<file path="config.mk">
export PLATFORM = sky130hd
export DESIGN_NAME = uart_tx_scheduler_flat
export DESIGN_NICKNAME = d
export VERILOG_FILES = /design/src/rtl/uart_tx_scheduler_if.sv /design/src/rtl/uart_tx_scheduler.sv /design/src/flat_wrapper.sv
export SDC_FILE = /design/constraint.sdc
export NUM_CORES = 1
export LEC_CHECK = 0
export BUFFER_PORTS_ARGS = -buffer_cell sky130_fd_sc_hd__buf_2
export CAP_MARGIN = 20
export CORE_ASPECT_RATIO = 0.8
export CORE_MARGIN = 2
export CORE_UTILIZATION = 45
export DETAILED_ROUTE_END_ITERATION = 10
export PLACE_DENSITY = 0.77
export SYNTH_ARGS = -nofsm -noshare
export SYNTH_HDL_FRONTEND = slang
export SYNTH_SLANG_ARGS = --single-unit
</file>
<file path="constraint.sdc">
create_clock -name clk -period 4.9 [get_ports clk]
set_input_delay 0.735 -clock clk [delete_from_list [all_inputs] [get_ports clk]]
set_output_delay 0.735 -clock clk [all_outputs]
set_load 0.05 [all_outputs]
</file>
<file path="src/rtl/uart_tx_scheduler_if.sv">
`default_nettype none
// ============================================================================
//  Module      : uart_tx_scheduler_if
//  Description : Requester bus and UART transmitter control bus shared by
//                the round-robin UART TX scheduler and its environment.
//  Revision    : 1.0 - initial release
// ============================================================================
interface uart_tx_scheduler_if #(
  parameter int N_REQ = 4
);
  logic [N_REQ-1:0]   req_valid;
  logic [8*N_REQ-1:0] req_data;
  logic [N_REQ-1:0]   req_ack;
  logic [7:0]         tx_data;
  logic               tx_wr;
  logic               tx_en;
  logic [2:0]         baud_select;
  logic               tx_busy;

  // Environment side: byte requesters plus the UART transmitter.
  modport master (
    output req_valid, req_data, tx_busy,
    input  req_ack, tx_data, tx_wr, tx_en, baud_select
  );

  // Scheduler side: grants requesters and drives the transmitter controls.
  modport slave (
    input  req_valid, req_data, tx_busy,
    output req_ack, tx_data, tx_wr, tx_en, baud_select
  );
endinterface
`default_nettype wire

</file>
<file path="src/rtl/uart_tx_scheduler.sv">
`default_nettype none
// ============================================================================
//  Module      : uart_tx_scheduler
//  Description : Round-robin sharing of one UART transmitter among N_REQ byte
//                requesters; one frame at a time, baud held during frames,
//                start timeout detection and an idle gap between frames.
//  Revision    : 1.0 - initial release
// ============================================================================
module uart_tx_scheduler #(
  parameter int              N_REQ      = 4,
  parameter int              TO_W       = 20,
  parameter logic [TO_W-1:0] TIMEOUT    = 20'hFFFFF,
  parameter int              GAP_CYCLES = 2
) (
  input  logic               clk,
  input  logic               reset,
  input  logic               i_cfg_enable,
  input  logic [2:0]         i_cfg_baud,
  output logic [2:0]         o_grant_id,
  output logic               o_frame_done,
  output logic               o_err_timeout,
  uart_tx_scheduler_if.slave bus
);

  localparam int               GAP_W      = (GAP_CYCLES > 1) ? $clog2(GAP_CYCLES) : 1;
  localparam logic [TO_W-1:0]  c_to_last  = TIMEOUT - TO_W'(1);
  localparam logic [GAP_W-1:0] c_gap_last = GAP_W'(GAP_CYCLES - 1);
  localparam logic [3:0]       c_n_req    = 4'(N_REQ);

  typedef enum logic [1:0] {
    S_IDLE  = 2'd0,
    S_WRITE = 2'd1,
    S_BUSY  = 2'd2,
    S_GAP   = 2'd3
  } state_t;

  state_t             r_state, w_state;
  logic               r_busy_meta, r_busy_s;
  logic [2:0]         r_rr_ptr, w_rr_ptr;
  logic [TO_W-1:0]    r_to_cnt, w_to_cnt;
  logic [GAP_W-1:0]   r_gap_cnt, w_gap_cnt;
  logic [N_REQ-1:0]   r_ack, w_ack;
  logic [7:0]         r_tx_data, w_tx_data;
  logic               r_tx_wr, w_tx_wr;
  logic               r_tx_en, w_tx_en;
  logic [2:0]         r_baud, w_baud;
  logic [2:0]         r_grant_id, w_grant_id;
  logic               r_frame_done, w_frame_done;
  logic               r_err_timeout, w_err_timeout;

  logic               w_found;
  logic [2:0]         w_gnt;
  logic [3:0]         w_cand;
  logic [N_REQ-1:0]   w_vsh;
  logic [3:0]         w_gnt_p1;
  logic [2:0]         w_next_ptr;
  logic [7:0]         w_gnt_data;
  logic [N_REQ-1:0]   w_gnt_ack;

  // Two-flop synchronizer for the transmitter busy flag.
  always_ff @(posedge clk or posedge reset) begin
    if (reset) begin
      r_busy_meta <= 1'b0;
      r_busy_s    <= 1'b0;
    end else begin
      r_busy_meta <= bus.tx_busy;
      r_busy_s    <= r_busy_meta;
    end
  end

  // Round-robin pick: first valid requester at or after r_rr_ptr (the loop
  // runs from the farthest offset down so the nearest one wins).
  always_comb begin
    w_found = 1'b0;
    w_gnt   = 3'd0;
    w_cand  = 4'd0;
    w_vsh   = '0;
    for (int i = N_REQ - 1; i >= 0; i--) begin
      w_cand = {1'b0, r_rr_ptr} + 4'(i);
      if (w_cand >= c_n_req) begin
        w_cand = w_cand - c_n_req;
      end
      w_vsh = bus.req_valid >> w_cand;
      if (w_vsh[0]) begin
        w_found = 1'b1;
        w_gnt   = w_cand[2:0];
      end
    end
  end

  assign w_gnt_p1   = {1'b0, w_gnt} + 4'd1;
  assign w_next_ptr = (w_gnt_p1 >= c_n_req) ? 3'd0 : w_gnt_p1[2:0];
  assign w_gnt_data = 8'(bus.req_data >> {w_gnt, 3'b000});
  assign w_gnt_ack  = {{(N_REQ-1){1'b0}}, 1'b1} << w_gnt;

  // Next-state and next-output logic; pulses default low, everything else holds.
  always_comb begin
    w_state       = r_state;
    w_rr_ptr      = r_rr_ptr;
    w_to_cnt      = r_to_cnt;
    w_gap_cnt     = r_gap_cnt;
    w_ack         = '0;
    w_tx_data     = r_tx_data;
    w_tx_wr       = r_tx_wr;
    w_tx_en       = r_tx_en;
    w_baud        = r_baud;
    w_grant_id    = r_grant_id;
    w_frame_done  = 1'b0;
    w_err_timeout = 1'b0;
    case (r_state)
      S_IDLE: begin
        // Configuration is only allowed to move between frames.
        w_baud  = i_cfg_baud;
        w_tx_en = i_cfg_enable;
        if (i_cfg_enable && w_found) begin
          w_tx_data  = w_gnt_data;
          w_grant_id = w_gnt;
          w_ack      = w_gnt_ack;
          w_tx_wr    = 1'b1;
          w_to_cnt   = '0;
          w_rr_ptr   = w_next_ptr;
          w_state    = S_WRITE;
        end
      end
      S_WRITE: begin
        w_to_cnt = r_to_cnt + TO_W'(1);
        if (r_busy_s) begin
          w_tx_wr = 1'b0;
          w_state = S_BUSY;
        end else if (r_to_cnt == c_to_last) begin
          // Transmitter never started: the byte is dropped, not retried.
          w_tx_wr       = 1'b0;
          w_err_timeout = 1'b1;
          w_gap_cnt     = '0;
          w_state       = S_GAP;
        end
      end
      S_BUSY: begin
        if (!r_busy_s) begin
          w_frame_done = 1'b1;
          w_gap_cnt    = '0;
          w_state      = S_GAP;
        end
      end
      S_GAP: begin
        // Lets the transmitter settle back to its wait state before next write.
        if (r_gap_cnt == c_gap_last) begin
          w_state = S_IDLE;
        end else begin
          w_gap_cnt = r_gap_cnt + GAP_W'(1);
        end
      end
      default: w_state = S_IDLE;
    endcase
  end

  // State and registered outputs.
  always_ff @(posedge clk or posedge reset) begin
    if (reset) begin
      r_state       <= S_IDLE;
      r_rr_ptr      <= 3'd0;
      r_to_cnt      <= '0;
      r_gap_cnt     <= '0;
      r_ack         <= '0;
      r_tx_data     <= 8'h00;
      r_tx_wr       <= 1'b0;
      r_tx_en       <= 1'b0;
      r_baud        <= 3'b000;
      r_grant_id    <= 3'd0;
      r_frame_done  <= 1'b0;
      r_err_timeout <= 1'b0;
    end else begin
      r_state       <= w_state;
      r_rr_ptr      <= w_rr_ptr;
      r_to_cnt      <= w_to_cnt;
      r_gap_cnt     <= w_gap_cnt;
      r_ack         <= w_ack;
      r_tx_data     <= w_tx_data;
      r_tx_wr       <= w_tx_wr;
      r_tx_en       <= w_tx_en;
      r_baud        <= w_baud;
      r_grant_id    <= w_grant_id;
      r_frame_done  <= w_frame_done;
      r_err_timeout <= w_err_timeout;
    end
  end

  assign bus.req_ack     = r_ack;
  assign bus.tx_data     = r_tx_data;
  assign bus.tx_wr       = r_tx_wr;
  assign bus.tx_en       = r_tx_en;
  assign bus.baud_select = r_baud;
  assign o_grant_id      = r_grant_id;
  assign o_frame_done    = r_frame_done;
  assign o_err_timeout   = r_err_timeout;

endmodule
`default_nettype wire

</file>
<file path="src/flat_wrapper.sv">
// flat-port wrapper written by rule: the top's interface ports become plain ports
module uart_tx_scheduler_flat 
#(
  parameter int              N_REQ      = 4,
  parameter int              TO_W       = 20,
  parameter logic [TO_W-1:0] TIMEOUT    = 20'hFFFFF,
  parameter int              GAP_CYCLES = 2
)
  (clk, reset, i_cfg_enable, i_cfg_baud, o_grant_id, o_frame_done, o_err_timeout, bus_req_valid, bus_req_data, bus_tx_busy, bus_req_ack, bus_tx_data, bus_tx_wr, bus_tx_en, bus_baud_select);
  uart_tx_scheduler_if #(.N_REQ(N_REQ)) bus_i ();
  input  logic clk;
  input  logic reset;
  input  logic i_cfg_enable;
  input  logic [2:0] i_cfg_baud;
  output logic [2:0] o_grant_id;
  output logic o_frame_done;
  output logic o_err_timeout;
  input wire logic [$bits(bus_i.req_valid)-1:0] bus_req_valid;
  input wire logic [$bits(bus_i.req_data)-1:0] bus_req_data;
  input wire logic [$bits(bus_i.tx_busy)-1:0] bus_tx_busy;
  output wire logic [$bits(bus_i.req_ack)-1:0] bus_req_ack;
  output wire logic [$bits(bus_i.tx_data)-1:0] bus_tx_data;
  output wire logic [$bits(bus_i.tx_wr)-1:0] bus_tx_wr;
  output wire logic [$bits(bus_i.tx_en)-1:0] bus_tx_en;
  output wire logic [$bits(bus_i.baud_select)-1:0] bus_baud_select;
  assign bus_i.req_valid = bus_req_valid;
  assign bus_i.req_data = bus_req_data;
  assign bus_i.tx_busy = bus_tx_busy;
  assign bus_req_ack = bus_i.req_ack;
  assign bus_tx_data = bus_i.tx_data;
  assign bus_tx_wr = bus_i.tx_wr;
  assign bus_tx_en = bus_i.tx_en;
  assign bus_baud_select = bus_i.baud_select;
  uart_tx_scheduler #(.N_REQ(N_REQ), .TO_W(TO_W), .TIMEOUT(TIMEOUT), .GAP_CYCLES(GAP_CYCLES)) u_core (.clk(clk), .reset(reset), .i_cfg_enable(i_cfg_enable), .i_cfg_baud(i_cfg_baud), .o_grant_id(o_grant_id), .o_frame_done(o_frame_done), .o_err_timeout(o_err_timeout), .bus(bus_i));
endmodule
</file>
# Word-level counts from Yosys, hierarchy flattened
# Index checks and enable logic that the tools add are counted.
dict set report word_totals {
  ff_bits 50
  latchBits 0
  mem_bits_rw 0
  rom_bits 0
  in_bits 43
  output_inout_bits 22
  word_cells 90
  mem_count 0
}
dict set report classes {
  add_sub_neg 10
  multipliers 0
  n_div 0
  magnitude_cmp 5
  eq_ne 10
  shift 6
  n_mux 36
  bitwise_logic 0
  reduce_logical 9
}
# op count
set op_table {}
lappend op_table {{case mux 20 bit (2 select lines)} 1}
lappend op_table {{right shift 32 x 6 -> 8 bit} 1}
lappend op_table {{two-way mux 4 bit} 6}
lappend op_table {{adder 20 x 1 -> 20 bit (second input constant)} 1}
lappend op_table {{== test 20 bit (second input constant)} 1}
lappend op_table {{two-way mux 20 bit} 1}
lappend op_table {{>= comparator 4 x 3 -> 1 bit (second input constant)} 4}
lappend op_table {{right shift 4 x 4 -> 1 bit} 4}
lappend op_table {{two-way mux 1 bit} 15}
lappend op_table {{two-way mux 3 bit} 5}
lappend op_table {{subtractor 4 x 3 -> 4 bit (second input constant)} 3}
lappend op_table {{two-way mux 2 bit} 5}
lappend op_table {{adder 3 x 1 -> 4 bit (second input constant)} 2}
lappend op_table {{adder 3 x 2 -> 4 bit (second input constant)} 2}
lappend op_table {{case mux 2 bit (4 select lines)} 1}
lappend op_table {{AND reduction 4 bit} 2}
lappend op_table {{!= test 2 x 1 -> 1 bit (second input constant)} 3}
lappend op_table {{== test 2 bit (second input constant)} 2}
lappend op_table {{!= test 2 bit (second input constant)} 2}
lappend op_table {{AND reduction 2 bit} 2}
lappend op_table {{<< shifter 1 x 3 -> 4 bit (first input constant)} 1}
lappend op_table {{subtractor 3 x 3 -> 4 bit (second input constant)} 1}
lappend op_table {{>= comparator 3 bit (second input constant)} 1}
lappend op_table {{!= test 3 x 1 -> 1 bit (second input constant)} 1}
lappend op_table {{9 further kinds} 9}

# Longest topological paths before layout
# Gate-level depths: netlist (run 1).
dict set report logic_depth {
  ltp_word 11
  mapped_depth 13
  ltp_nobuf 9
}

# Worst setup path after synthesis (run 1)
# Ideal clock, no wire load.
dict set report synth_path {
  path_kind {reg2reg}
  startpoint {reg u_core.r_rr_ptr[0]}
  endpoint {reg u_core.r_tx_data[0] (netlist: u_core.bus.tx_data[0])}
  setup_time_ns 0.125
  arrival_ns 2.881
  t_required_ns 4.775
  setup_slack_ns 1.895
  stages_incl_launch_ff 12
  path_buffers 3
  period_less_slack_ns 3.005
  path_cell_list {dfrtp_1 -> buf_6 -> inv_1 -> ha_1 -> clkbuf_1 -> inv_1 -> a22oi_2 -> o311ai_4 -> o221ai_2 -> buf_6 -> mux4_2 -> mux2_2}
}
dict set report synth_via {
  elab_chain_len 10
  elab_cells_between_ends 30
  cone_classes {add/sub (7); order compare (4); shift (5); mux (12); reduce/logical (2)}
}
# element line
set synth_lines {}
lappend synth_lines {{start, declared} uart_tx_scheduler.sv:39} ;# logic [2:0] r_rr_ptr, w_rr_ptr;
lappend synth_lines {{start signal, assigned} uart_tx_scheduler.sv:174} ;# r_rr_ptr <= w_rr_ptr;
lappend synth_lines {{parallel branches: the longest is 10 deep, another holds adder 3 x 2 -> 4 bit} --}
lappend synth_lines {{end signal, assigned} uart_tx_scheduler.sv:178} ;# r_tx_data <= w_tx_data;
lappend synth_lines {{end, declared} uart_tx_scheduler.sv:43} ;# logic [7:0] r_tx_data, w_tx_data;
# Parallel ways; which one is timed is not known.
# A chain may end at the register's enable or synchronous reset.

# Worst setup path in the final report (run 1)
dict set report layout_path {
  startpoint {reg u_core.r_rr_ptr[0]}
  endpoint {reg u_core.r_to_cnt[4]}
}
dict set report layout_via {
  elab_chain_len 11
  elab_cells_between_ends 26
  cone_classes {add/sub (7); order compare (4); eq/ne (1); shift (4); mux (8); reduce/logical (2)}
}
# element line
set layout_lines {}
lappend layout_lines {{adder 3 x 2 -> 4 bit} uart_tx_scheduler.sv:79} ;# w_cand = {1'b0, r_rr_ptr} + 4'(i);
lappend layout_lines {{subtractor 4 x 3 -> 4 bit / >= comparator 4 x 3 -> 1 bit (equally long branches)} {uart_tx_scheduler.sv:81, uart_tx_scheduler.sv:80}}
lappend layout_lines {{two-way mux 4 bit} uart_tx_scheduler.sv:80} ;# if (w_cand >= c_n_req) begin
lappend layout_lines {{right shift 4 x 4 -> 1 bit} uart_tx_scheduler.sv:83} ;# w_vsh = bus.req_valid >> w_cand;
lappend layout_lines {{two-way mux 1 bit (3 in series)} uart_tx_scheduler.sv:84} ;# if (w_vsh[0]) begin
lappend layout_lines {{two-way mux 1 bit *} uart_tx_scheduler.sv:84}
lappend layout_lines {{logical AND 1 bit *} uart_tx_scheduler.sv:115} ;# if (i_cfg_enable && w_found) begin
lappend layout_lines {{!= test 2 x 1 -> 1 bit (no line) *} --}
lappend layout_lines {{AND reduction 2 bit (no line) *} --}
lappend layout_lines {{end signal, assigned} uart_tx_scheduler.sv:175} ;# r_to_cnt <= w_to_cnt;
lappend layout_lines {{end, declared} uart_tx_scheduler.sv:40} ;# logic [TO_W-1:0] r_to_cnt, w_to_cnt;
# Every way passes the cells marked *; elsewhere a longest branch is shown, timed or not.

==> results of run 1 <==
logic make-up after synthesis:
logic type,count (synthesis),synth area share [%]
buffers and inverters,30,4.42
and+or+nand+nor,104,18.8
DFF,50,42.9
adders and majority gates,9,3.86
AOI/OAI and AO/OA,57,15.0
xor gates and xnor gates,7,2.10
muxes,24,12.9
flip-flops by register name, indices dropped and copies added (netlist names):
name and count:
u_core.r_state 2, u_core.r_busy_s 1, u_core.r_to_cnt 20, u_core.r_gap_cnt 1, u_core.r_busy_meta 1, u_core.bus.tx_data 8
u_core.o_grant_id 3, u_core.r_rr_ptr 3, u_core.bus.baud_select 3, u_core.o_frame_done 1, u_core.o_err_timeout 1, u_core.bus.req_ack 4
u_core.bus.tx_wr 1, u_core.bus.tx_en 1
cell usage in the layout, fill, tap and decap left out, drive strengths merged, types with 4 or more instances in the layout:
cell type and n:
o21ai 5, a31oi 5, nand3b 7, xnor2 6
a21oi 8, o211ai 9, and2 6, dfrtp 50
a211oi 6, nand3 22, inv 14, nand2b 4
ha 9, mux4 8, buf 67, nand4 5
nor2 19, and3 5, or3 6, nand2 17
mux2 14, o41ai 4, clkbuf 6, nor3 5
power breakdown:
group	internal [mW]	total (mW)	switching, mW
combinational	0.471	1.24	0.766
clock	0.101	0.239	0.138
sequential	0.543	0.667	0.123
final cells by class:
type	count	area, sq um
fillers	561	2930
multi-input cells	201	1540
flip-flops and latches	50	1250
repair buffers	67	355
well taps	84	105
clock buffers	6	72.6
inverters	14	52.6
clock inverters	2	13.8
layer usage:
| metal | share of wire [%] | track usage (%) |
|---|---|---|
| met1 | 46 | 24.6 |
| met3 | 6.0 | 4.25 |
| met5 | 0 | 0 |
| met4 | 0.48 | 3.77 |
| met2 | 48 | 30.1 |
how the worst max path moves through the flow:
stage / startpoint / cells past startpoint / end / slack (ns)
2_1_floorplan: u_core.r_rr_ptr[0] / 11 / u_core.bus.tx_data[0] / 1.89
3_3_place_gp: u_core.r_rr_ptr[0] / 8 / u_core.bus.tx_data[5] / 1.39
3_5_place_dp: u_core.r_rr_ptr[0] / 8 / u_core.bus.tx_data[5] / 1.27
4_1_cts: u_core.r_rr_ptr[0] / 8 / u_core.bus.tx_data[5] / 1.25
5_1_grt: u_core.r_rr_ptr[0] / 10 / u_core.r_to_cnt[2] / 0.94
6_report: u_core.r_rr_ptr[0] / 10 / u_core.r_to_cnt[4] / 1.22
stage by stage:
stage	worst slack [ns]	std cells	instance area (sq um)	hold WS [ns]
finish	1.22	424	3390	0.321
global route	0.936	424	3390	0.318
CTS	1.25	423	3370	0.381
detailed placement	1.27	415	3280	0.360
global placement	1.39	415	3280	0.332
floorplan	1.89	281	2920	0.331
==> results.yml, run 1 <==
yosys:
  synth-edff-count: 0
  synth_cell_types: 52
  synthesis.area_sq_mm: 0.00292
  synthCells: 281
  async_reset_ff_share_pct: 100
  ys_ff_latch: 50
  yosysWarnings: 0
  syn-num-nets: 333
  syn_avg_cell_area_sq_um: 10.4
  yosysSeqAreaShare_pct: 42.9
  synth.top_cell.area_share_pct: 42.9
  synthTopCellsByCount: "50 x dfrtp_1, 22 x nand3_1, 19 x nor2_1"
  synth_ff_type: "dfrtp_1"
  yosysTopAreaCell: "dfrtp_1"
  yosys-top-cells-area: "dfrtp_1 43%, mux2_2 5.0%, ha_1 3.9%"
  yosysMostFrequentCell: "dfrtp_1"
sta:
  tns_ns: 0
  relSlewSlack_pct: 41.9
  worst_pin_slew_ns: 0.872
  setup-violations-final: 0
  grt_setup_unrepaired: "no"
  fmax_ghz: 0.272
  final-max-slew-violation-count: 0
  skew_ns: 0.00819
  hold_viol: 0
  period_needed_ns: 3.68
  min_period_over_period_pct: 75.0
placed_design:
  dp_hpwl_um: 4470
  io_buffers: 64
  gp_congestion: 0.819
critical_path:
  r2r-end: "u_core.r_to_cnt[4]"
  path_cells: "inv_1 > ha_1 > o21bai_1 > a22oi_2 > a21oi_1 > a21o_1 > a21o_1 > buf_4 > and2_0 > o211ai_1"
  cp_common_cell: "a21o_1"
  cp-end-kind: "register"
  path_buf_inv: 2
  crit_slowest_cell: "and2_0"
  reg2reg_depth: 10
  required_ns: 5.05
  critPathLaunchType: "register"
  worstSetupPathType: "register to register"
  cpPeakStageDelay_ns: 0.74
  critical_path_arrival_ns: 3.82
  critPathTopFamily: "compound AO/OA/AOI/OAI gates"
  r2r_setup_slack_ns: 1.22
  rr_startpoint: "u_core.r_rr_ptr[0]"
  path_max_fanout: 39
clock_tree:
  ctsHoldBuffers: 0
  clk_latency_ns: 0.30
  cts_resized: 0
  cts_made_buffers: 5
  cts_sinks: 50
  path_clk_slew_ns: 0.10
  cts_tree: "built"
  root_buffer: "clkbuf_8"
  h-tree-depth: 2
  post_cts_buffers: 0
  max-clock-path-buffers: 2
cells_and_area:
  area_growth_pct: 16.1
  drive_gt1_share_pct: 30.0
  antenna_cells: 0
  fin_nets: 391
  post-route-util_pct: 53.6
drt:
  wire_per_inst_um: 14.8
  drt_wl_total_um: 6270
  drc_errors: 0
  antenna_left: 0
  dr.pass1.iters: 5
  via_per_inst: 5.70
  via_count: 2415
  initialDrtViolationCount: 185
die:
  start_util_pct: 46.2
  pin_count: 65
  fp.coreArea_sq_mm: 0.00631
  die_x_um: 94.0
  chipHeight_um: 76.0
  row_count: 26
  die_area_sq_mm: 0.00714
flow_run:
  cap_violations: 0
pwr:
  power_leakage_nw: 1.51
  power.density_mw_per_mm2: 633
  peakVddDrop_uv: 432
  p_total_mw: 2.14
status:
  outcome: "complete, no violations"
grt:
  grt_pass1_vias: 2364
  track_usage_pct: 18.2
  grt_antenna_before_repair: 0
  grt_max_degree: 51
  gr-total-overflow: 0
  grt_pass1_wl_um: 10600
hold_path:
  hold_class: "primary input to async pin"
Power figures use the tool's default switching activity.
==> run 2: changes to the inputs <==
- clock period: 4.9 -> 3.8 ns (I/O delays scaled with it)
==> results.yml, run 2 (synthesis gave the netlist of run 1 again) <==
status:
  outcome: "complete, no violations"
drt:
  antenna_left: 0
  initialDrtViolationCount: 169
  drt_wl_total_um: 6330
  via_count: 2445
  dr.pass1.iters: 4
  wire_per_inst_um: 14.8
  via_per_inst: 5.73
  drc_errors: 0
die:
  chipHeight_um: 76.0
  die_area_sq_mm: 0.00714
  pin_count: 65
  start_util_pct: 46.2
  fp.coreArea_sq_mm: 0.00631
  row_count: 26
  die_x_um: 94.0
cells_and_area:
  layout_commonest_cell: "buf_2"
  mostFrequentLayoutCells: "64 x buf_2, 50 x dfrtp_1, 22 x nand3_1"
  area_growth_pct: 18.1
  register_area_sq_mm: 0.00125
  multi_input_area_sq_mm: 0.00154
  drive_gt1_share_pct: 30.9
  antenna_cells: 0
  stdcell_area_sq_mm: 0.00344
  instances_no_fill: 427
  largest_register_ffs: 20
  fillers: 561
  fin_nets: 394
  regMostFlops: "u_core.r_to_cnt"
critical_path:
  critPathLaunchType: "register"
  worstSetupPathType: "register to register"
  cp-startpoint: "u_core.r_rr_ptr[1]"
  rr_startpoint: "u_core.r_rr_ptr[1]"
  path_max_fanout: 14
  cp-end-kind: "register"
  critical_path_arrival_ns: 3.35
  crit_slowest_cell: "dfrtp_1"
  required_ns: 3.99
  path_cells: "inv_1 > ha_1 > inv_1 > a22oi_2 > a21oi_1 > a21o_1 > a21o_1 > and2_0 > o41ai_1"
  cpPeakStageDelay_ns: 0.48
  r2r_setup_slack_ns: 0.64
sta:
  fmax_ghz: 0.316
  worst_pin_slew_ns: 0.818
  tns_ns: 0
  relSlewSlack_pct: 45.4
  final-max-slew-violation-count: 0
  min_period_over_period_pct: 83.2
  skew_ns: 0.00957
  grt_setup_unrepaired: "no"
  hold_viol: 0
  period_needed_ns: 3.16
  setup-violations-final: 0
placed_design:
  gp_congestion: 0.855
  dp_hpwl_um: 4560
  dp_cells: 418
  io_buffers: 64
  placed_area_sq_mm: 0.00330
clock_tree:
  clk_latency_ns: 0.30
  post_cts_buffers: 0
  ctsHoldBuffers: 0
  cts_made_buffers: 5
  cts_sinks: 50
  cts_resized: 0
  root_buffer: "clkbuf_8"
  path_clk_slew_ns: 0.10
  max-clock-path-buffers: 2
  h-tree-depth: 2
  cts_tree: "built"
pwr:
  power.density_mw_per_mm2: 841
  peakVddDrop_uv: 663
  power_leakage_nw: 1.55
  p_total_mw: 2.90
grt:
  track_usage_pct: 18.7
  grt_max_degree: 51
  grt_pass1_vias: 2396
  grt_pass1_wl_um: 10900
  grt_antenna_before_repair: 0
  gr-total-overflow: 0
hold_path:
  hold_class: "primary input to async pin"
flow_run:
  cap_violations: 0
-- run 2: changes by cell type in the layout (fill, tap and decap cells not counted), sizes merged --
cell    before  now
buf         67   70
bufinv       0    1
inv         14   15
clkinv       2    0
-- run 2: per-layer routing --
metal	GRT usage, %	vias to the layer above	part of all wire (%)
met5	0	-	0
met4	5.07	0	1.3
met1	25.8	1197	43
met2	29.4	88	48
li1	-	1152	-
met3	4.95	8	7.5
-- run 2: final timing paths --
path	cells after the start	to
setup / recovery	9	u_core.r_to_cnt[10]
hold / removal	2	u_core.r_state[1]
hold reg to reg	0	u_core.r_busy_s
setup reg to reg	9	u_core.r_to_cnt[10]
max in group asynchronous	3	u_core.o_grant_id[0]
min in group clk	0	u_core.r_busy_s
-- run 2: layout make-up --
class	instances	share of cell area, %
clock inverters	2	1.13
repair buffers	70	11.0
inverters	14	1.53
well taps	84	3.05
flip-flops and latches	50	36.3
multi-input cells	201	44.6
clock buffers	6	2.40
-- run 2: metrics by stage --
step / hold WS, ns / setup slack, ns / util [%]
after floorplan: 0.331 / 0.795 / -
after global placement: 0.333 / 0.832 / 52.3
after detailed placement: 0.350 / 0.708 / 52.3
after CTS: 0.361 / 0.652 / 54.2
after global routing: 0.338 / 0.400 / 54.6
final: 0.292 / 0.639 / 54.6
-- run 2: critical path, delay by kind of cell (launching register included) --
kind,cells,cell delay [ns]
AND/OR/NAND/NOR,1,0.47
flip-flops,1,0.48
AO/OA/AOI/OAI,5,1.41
adder cells (fa/ha/maj),1,0.44
buffers and inverters,2,0.24
-- run 2: power by group --
part	switching, mW	total [mW]	leakage (nW)	internal (mW)
combinational	1.02	1.66	0.839	0.633
clock	0.184	0.401	0.0618	0.217
sequential	0.137	0.838	0.646	0.701
